File: src/rtl/enable_gen_pkg.sv
// Shared types and helpers for the multi-channel enable generator.
// Config words are held at CFG_W bits; upper bits beyond DIV_W stay zero.
package enable_gen_pkg;

  localparam int CFG_W = 32;

  typedef enum logic [1:0] {
    IDLE,
    DELAY,
    RUN
  } ch_state_t;

  typedef struct packed {
    logic [CFG_W-1:0] div;
    logic [CFG_W-1:0] phase;
    logic             oneshot;
  } ch_cfg_t;

  function automatic int calc_div(input int clk_freq, input int en_freq);
    return $rtoi(real'(clk_freq) / real'(en_freq)) - 1;
  endfunction

endpackage

File: src/rtl/enable_gen_channel.sv
// One enable channel: shadow/active config, IDLE/DELAY/RUN FSM,
// phase delay counter and period counter with registered outputs.
module enable_gen_channel
  import enable_gen_pkg::*;
#(
  parameter int DIV_W       = 24,
  parameter int DEFAULT_DIV = 99_999
) (
  input  logic             clk,
  input  logic             rst,
  input  logic             wr_i,
  input  logic [DIV_W-1:0] div_i,
  input  logic [DIV_W-1:0] phase_i,
  input  logic             oneshot_i,
  input  logic             start_i,
  input  logic             stop_i,
  output logic             en_o,
  output logic             busy_o
);

  localparam ch_cfg_t DEF_CFG = '{
    div:     CFG_W'(DEFAULT_DIV),
    phase:   '0,
    oneshot: 1'b0
  };

  ch_state_t        state_q;
  ch_cfg_t          shd_q, shd_d, act_q;
  logic [DIV_W-1:0] cnt_q, dly_q;
  logic             en_q, busy_q;
  logic             wrap, phase_hit;

  // Shadow next value: a write on this edge wins over the held value.
  always_comb begin
    shd_d = shd_q;
    if (wr_i) begin
      shd_d.div     = CFG_W'(div_i);
      shd_d.phase   = CFG_W'(phase_i);
      shd_d.oneshot = oneshot_i;
    end
  end

  // End-of-period and end-of-delay detection against the active config.
  always_comb begin
    wrap      = (CFG_W'(cnt_q) == act_q.div);
    phase_hit = (CFG_W'(dly_q) == act_q.phase);
  end

  // Channel FSM: stop beats start, start resyncs from any state.
  always_ff @(posedge clk or posedge rst) begin
    if (rst) begin
      state_q <= IDLE;
      shd_q   <= DEF_CFG;
      act_q   <= DEF_CFG;
      cnt_q   <= '0;
      dly_q   <= '0;
      en_q    <= 1'b0;
      busy_q  <= 1'b0;
    end else begin
      shd_q <= shd_d;
      if (stop_i) begin
        state_q <= IDLE;
        cnt_q   <= '0;
        dly_q   <= '0;
        en_q    <= 1'b0;
        busy_q  <= 1'b0;
      end else if (start_i) begin
        act_q  <= shd_d;
        cnt_q  <= '0;
        dly_q  <= DIV_W'(1);
        en_q   <= 1'b0;
        busy_q <= 1'b1;
        if (shd_d.phase != '0) state_q <= DELAY;
        else                   state_q <= RUN;
      end else begin
        case (state_q)
          IDLE: begin
            en_q <= 1'b0;
          end
          DELAY: begin
            en_q <= 1'b0;
            if (phase_hit) begin
              state_q <= RUN;
              cnt_q   <= '0;
            end else begin
              dly_q <= dly_q + DIV_W'(1);
            end
          end
          RUN: begin
            if (wrap) begin
              en_q  <= 1'b1;
              cnt_q <= '0;
              act_q <= shd_q;
              if (act_q.oneshot) begin
                state_q <= IDLE;
                busy_q  <= 1'b0;
              end
            end else begin
              en_q  <= 1'b0;
              cnt_q <= cnt_q + DIV_W'(1);
            end
          end
          default: begin
            state_q <= IDLE;
            en_q    <= 1'b0;
            busy_q  <= 1'b0;
          end
        endcase
      end
    end
  end

  assign en_o   = en_q;
  assign busy_o = busy_q;

endmodule

File: src/rtl/enable_gen_multi.sv
// Multi-channel programmable enable generator: config decode
// and one independent enable_gen_channel per output bit.
module enable_gen_multi
  import enable_gen_pkg::*;
#(
  parameter int CLK_FREQ    = 100_000_000,
  parameter int EN_FREQ     = 1_000,
  parameter int N_CH        = 4,
  parameter int DIV_W       = 24,
  parameter int DEFAULT_DIV = calc_div(CLK_FREQ, EN_FREQ),
  localparam int CH_W       = (N_CH > 1) ? $clog2(N_CH) : 1
) (
  input  logic             clk,
  input  logic             rst,
  input  logic             cfg_wr,
  input  logic [CH_W-1:0]  cfg_ch,
  input  logic [DIV_W-1:0] cfg_div,
  input  logic [DIV_W-1:0] cfg_phase,
  input  logic             cfg_oneshot,
  input  logic [N_CH-1:0]  start_i,
  input  logic [N_CH-1:0]  stop_i,
  output logic [N_CH-1:0]  en_o,
  output logic [N_CH-1:0]  busy_o
);

  if (N_CH < 1 || N_CH > 16) begin : g_bad_nch
    $error("enable_gen_multi: N_CH must be 1..16");
  end

  if (DIV_W < 1 || DIV_W > CFG_W) begin : g_bad_divw
    $error("enable_gen_multi: DIV_W must be 1..32");
  end

  if (DEFAULT_DIV < 0 ||
      longint'(DEFAULT_DIV) >= (longint'(1) << DIV_W)) begin : g_bad_div
    $error("enable_gen_multi: DEFAULT_DIV does not fit DIV_W");
  end

  logic [N_CH-1:0] wr_sel;

  for (genvar g = 0; g < N_CH; g++) begin : g_ch
    // Out-of-range cfg_ch values match no channel and are dropped.
    assign wr_sel[g] = cfg_wr && (cfg_ch == CH_W'(g));

    enable_gen_channel #(
      .DIV_W       (DIV_W),
      .DEFAULT_DIV (DEFAULT_DIV)
    ) u_ch (
      .clk       (clk),
      .rst       (rst),
      .wr_i      (wr_sel[g]),
      .div_i     (cfg_div),
      .phase_i   (cfg_phase),
      .oneshot_i (cfg_oneshot),
      .start_i   (start_i[g]),
      .stop_i    (stop_i[g]),
      .en_o      (en_o[g]),
      .busy_o    (busy_o[g])
    );
  end

endmodule

File: config.mk
export PLATFORM = sky130hd
export DESIGN_NAME = enable_gen_multi
export DESIGN_NICKNAME = d
export VERILOG_FILES = /design/src/rtl/enable_gen_pkg.sv /design/src/rtl/enable_gen_channel.sv /design/src/rtl/enable_gen_multi.sv
export SDC_FILE = /design/constraint.sdc
export NUM_CORES = 2
export LEC_CHECK = 0
export BUFFER_PORTS_ARGS = -buffer_cell sky130_fd_sc_hd__buf_4
export CAP_MARGIN = 40
export CORE_ASPECT_RATIO = 2
export CORE_MARGIN = 4
export CORE_UTILIZATION = 55
export CTS_CLUSTER_DIAMETER = 150
export DETAILED_ROUTE_END_ITERATION = 8
export GPL_TIMING_DRIVEN = 0
export PLACE_DENSITY = 0.83
export SETUP_SLACK_MARGIN = 0.05
export SLEW_MARGIN = 20
export SYNTH_ARGS = -nofsm -noshare
export SYNTH_HDL_FRONTEND = slang
export SYNTH_SLANG_ARGS = --single-unit
File: constraint.sdc
create_clock -name clk -period 25.9 [get_ports clk]
set_input_delay 3.885 -clock clk [delete_from_list [all_inputs] [get_ports clk]]
set_output_delay 3.885 -clock clk [all_outputs]
set_load 0.05 [all_outputs]
==> results.py <==
metrics = {
    "hold_path": {
        "hold_start": "g_ch[2].u_ch.shd_q[49]",
        "hold_depth": 2,
        "hold_path_class": "flop to flop",
        "worstHoldEndpoint": "g_ch[2].u_ch.shd_q[49]",
    },
    "place": {
        "numPortBuffers": 48,
        "dp_hpwl_um": 67540,
        "gp_congestion": 0.9468,
    },
    "outcome": {
        "outcome": "finished, final reports clean",
    },
    "cts": {
        "tritoncts": "built",
        "cts.repair.resized": 0,
        "cts_sinks": 728,
        "cts_root_buffer": "clkbuf_16",
        "cts_hold_repair.buffers": 0,
        "clk_latency_ns": 0.65,
        "cts_post_setup_buffers_inserted": 0,
        "htreeDepth": 2,
        "cts_buffers": 60,
        "clkTransAtPathRegs_ns": 0.07,
        "clockBufferDepth": 3,
    },
    "final_layout": {
        "final_common_cell": "dfrtp_1",
        "drive_gt1_frac": 0.1912,
        "area_delta_synth_final_pct": 11.00,
        "final.fill_count": 4693,
        "final_cell_mix": "648 x dfrtp_1, 444 x nand2_1, 317 x mux2_2",
        "seq_area_um2": 18320,
        "utilization": 0.6170,
        "multi_input_area_um2": 15560,
        "fin_nets": 3487,
    },
    "sta": {
        "clock.fmax_mhz": 161.4,
        "finalSetupViolations": 0,
        "period_minus_slack_ns": 6.195,
        "skew_ns": 0.02751,
        "drv_slew": 0,
        "relSlewSlack": 0.3160,
        "rsz0062_at_grt": "no",
        "worst_pin_slew_ns": 1.026,
        "hold_viol": 0,
        "fin_crit_sh": 0.2392,
    },
    "floorplan": {
        "io_pins": 70,
        "start_util": 0.5559,
        "coreArea_um2": 62790,
        "rows": 130,
        "dieArea_um2": 67790,
        "dieHeight_um": 364.2,
        "die_w_um": 186.1,
    },
    "routing": {
        "drc": 0,
        "drtIter0Drc": 1862,
        "num_vias": 25790,
        "wl_per_cell_um": 21.90,
        "wirelength_um": 93090,
        "viasPerCell": 6.069,
        "antenna_left": 0,
        "firstDrtPassIters": 7,
    },
    "setup_path": {
        "rr_worst_depth": 9,
        "cp_max_fo": 10,
        "reg2reg_from": "g_ch[2].u_ch.cnt_q[4]",
        "crit_start": "cfg_ch[1]",
        "cp.arrival_ns": 6.73,
        "crit_type": "input port to flop",
        "r2r-end": "g_ch[2].u_ch.act_q[41]",
        "endpoint_kind": "flop",
        "crit_required_ns": 26.43,
        "startpoint_type": "input port",
        "rrSetupSlack_ns": 21.91,
    },
    "logic_synthesis": {
        "ys_warn_count": 0,
        "synth_cells": 3276,
        "synth.avg_cell_area_um2": 10.65,
        "synth_edf_count": 0,
        "async_flop_share": 1.000,
        "yosysSeqAreaShare": 0.5249,
        "netlist_area_um2": 34900,
        "ys_seq_elements": 728,
        "synth_cell_types": 75,
        "syn_nets": 3358,
        "synth_ff_type": "dfrtp_1",
    },
    "pwr": {
        "p_leak_nw": 17.33,
        "peakVddDrop_uv": 59.56,
        "total_power_w": 0.002775,
        "powerDensity_nw_per_um2": 71.64,
    },
    "grt": {
        "grt_first_pass_wirelength_um": 145600,
        "grt_max_degree": 110,
        "grt.overflow.total": 0,
        "grt_pass1_vias": 26950,
        "grtUsageTotal": 0.2731,
        "antenna_found_initial": 1,
    },
    "run": {
        "maxCapViolCount": 0,
    },
}
==> cells in the mapped netlist (55+ instances only) <==
cell      count  area share
nand2_1     444       0.048
mux2_2      317        0.10
nor2_1      238       0.026
nor4_1       74       0.013
o21ai_0     164       0.024
xor2_1      143       0.036
xnor2_1     164       0.041
dfrtp_1     648        0.46
clkbuf_1    127       0.014
nand3_1      68      0.0098
dfstp_2      80       0.060
inv_1        55      0.0059
nand4_1      81       0.015
a21oi_1      83       0.012
mux2i_1     118       0.034
==> registers in the layout, summed over array words and instances (netlist names) <==
name,count
g_ch.u_ch.act_q,260
g_ch.u_ch.shd_q,260
g_ch.u_ch.cnt_q,96
g_ch.u_ch.dly_q,96
g_ch.u_ch.state_q,8
g_ch.u_ch.busy_o,4
g_ch.u_ch.en_o,4
==> through the flow <==
step / cells / TNS [ns] / cell area (µm²) / hold slack (ns) / setup slack, ns
3_5_place_dp: 4129 / 0 / 36510 / 0.4496 / 19.15
4_1_cts: 4243 / 0 / 38680 / 0.4580 / 19.78
2_1_floorplan: 3276 / 0 / 34900 / 0.4368 / 1.723
3_3_place_gp: 4116 / -3467.40 / 36250 / 0.4427 / -5.505
6_report: 4250 / 0 / 38740 / 0.4604 / 19.71
5_1_grt: 4249 / 0 / 38740 / 0.4755 / 19.60
==> power by group <==
group	switching [W]	internal (W)	total, W	leakage, nW
logic	0.000204	0.000182	0.000386	7.01
registers	0.0000987	0.00128	0.00138	9.27
clock network	0.000440	0.000567	0.00101	1.06
==> worst max-delay path, stage by stage <==
cell and delay (ns):
buf_4 0.14, nand3b_1 0.32, inv_2 0.26, nand2_1 0.17
clkbuf_1 0.57, clkbuf_1 0.63, buf_1 0.42, nand2_1 0.10
o31ai_1 0.23
==> final cells by class <==
| type | instances | area share |
|---|---|---|
| clock buffer | 80 | 0.04409 |
| sequential | 728 | 0.4729 |
| timing repair buffer | 67 | 0.01702 |
| multi-input combinational | 2298 | 0.4016 |
| tap | 792 | 0.02558 |
| inverter | 56 | 0.005620 |
| antenna | 1 | 0.00006460 |
| buffer | 194 | 0.02119 |
| clock inverter | 34 | 0.01202 |
==> routing by layer <==
layer | vias up | global-route usage | part of all wire
met4 | 0 | 0.1900 | 0.085
met1 | 12880 | 0.2791 | 0.33
met5 | - | 0 | 0
met3 | 410 | 0.04423 | 0.056
met2 | 947 | 0.4975 | 0.53
li1 | 11550 | - | -
==> cells by family after synthesis <==
| family | count (synthesis) | synth area share |
|---|---|---|
| compound gates | 371 | 0.06446 |
| xor+xnor | 307 | 0.07704 |
| fa+ha+maj | 20 | 0.007170 |
| buf+inv | 250 | 0.02954 |
| flops | 728 | 0.5249 |
| mux | 435 | 0.1361 |
| simple gates | 1165 | 0.1608 |
==> worst max path at each step <==
stage                                  end  slack [ns]  cells past startpoint
global placement    g_ch[0].u_ch.cnt_q[10]       -5.50                      2
finish              g_ch[2].u_ch.act_q[63]       19.71                      9
CTS                 g_ch[2].u_ch.act_q[63]       19.78                      9
global route        g_ch[2].u_ch.act_q[60]       19.60                      9
detailed placement  g_ch[2].u_ch.act_q[63]       19.15                      9
floorplan            g_ch[0].u_ch.act_q[0]        1.72                      1
Note: power is estimated with default switching activity, not from simulation.
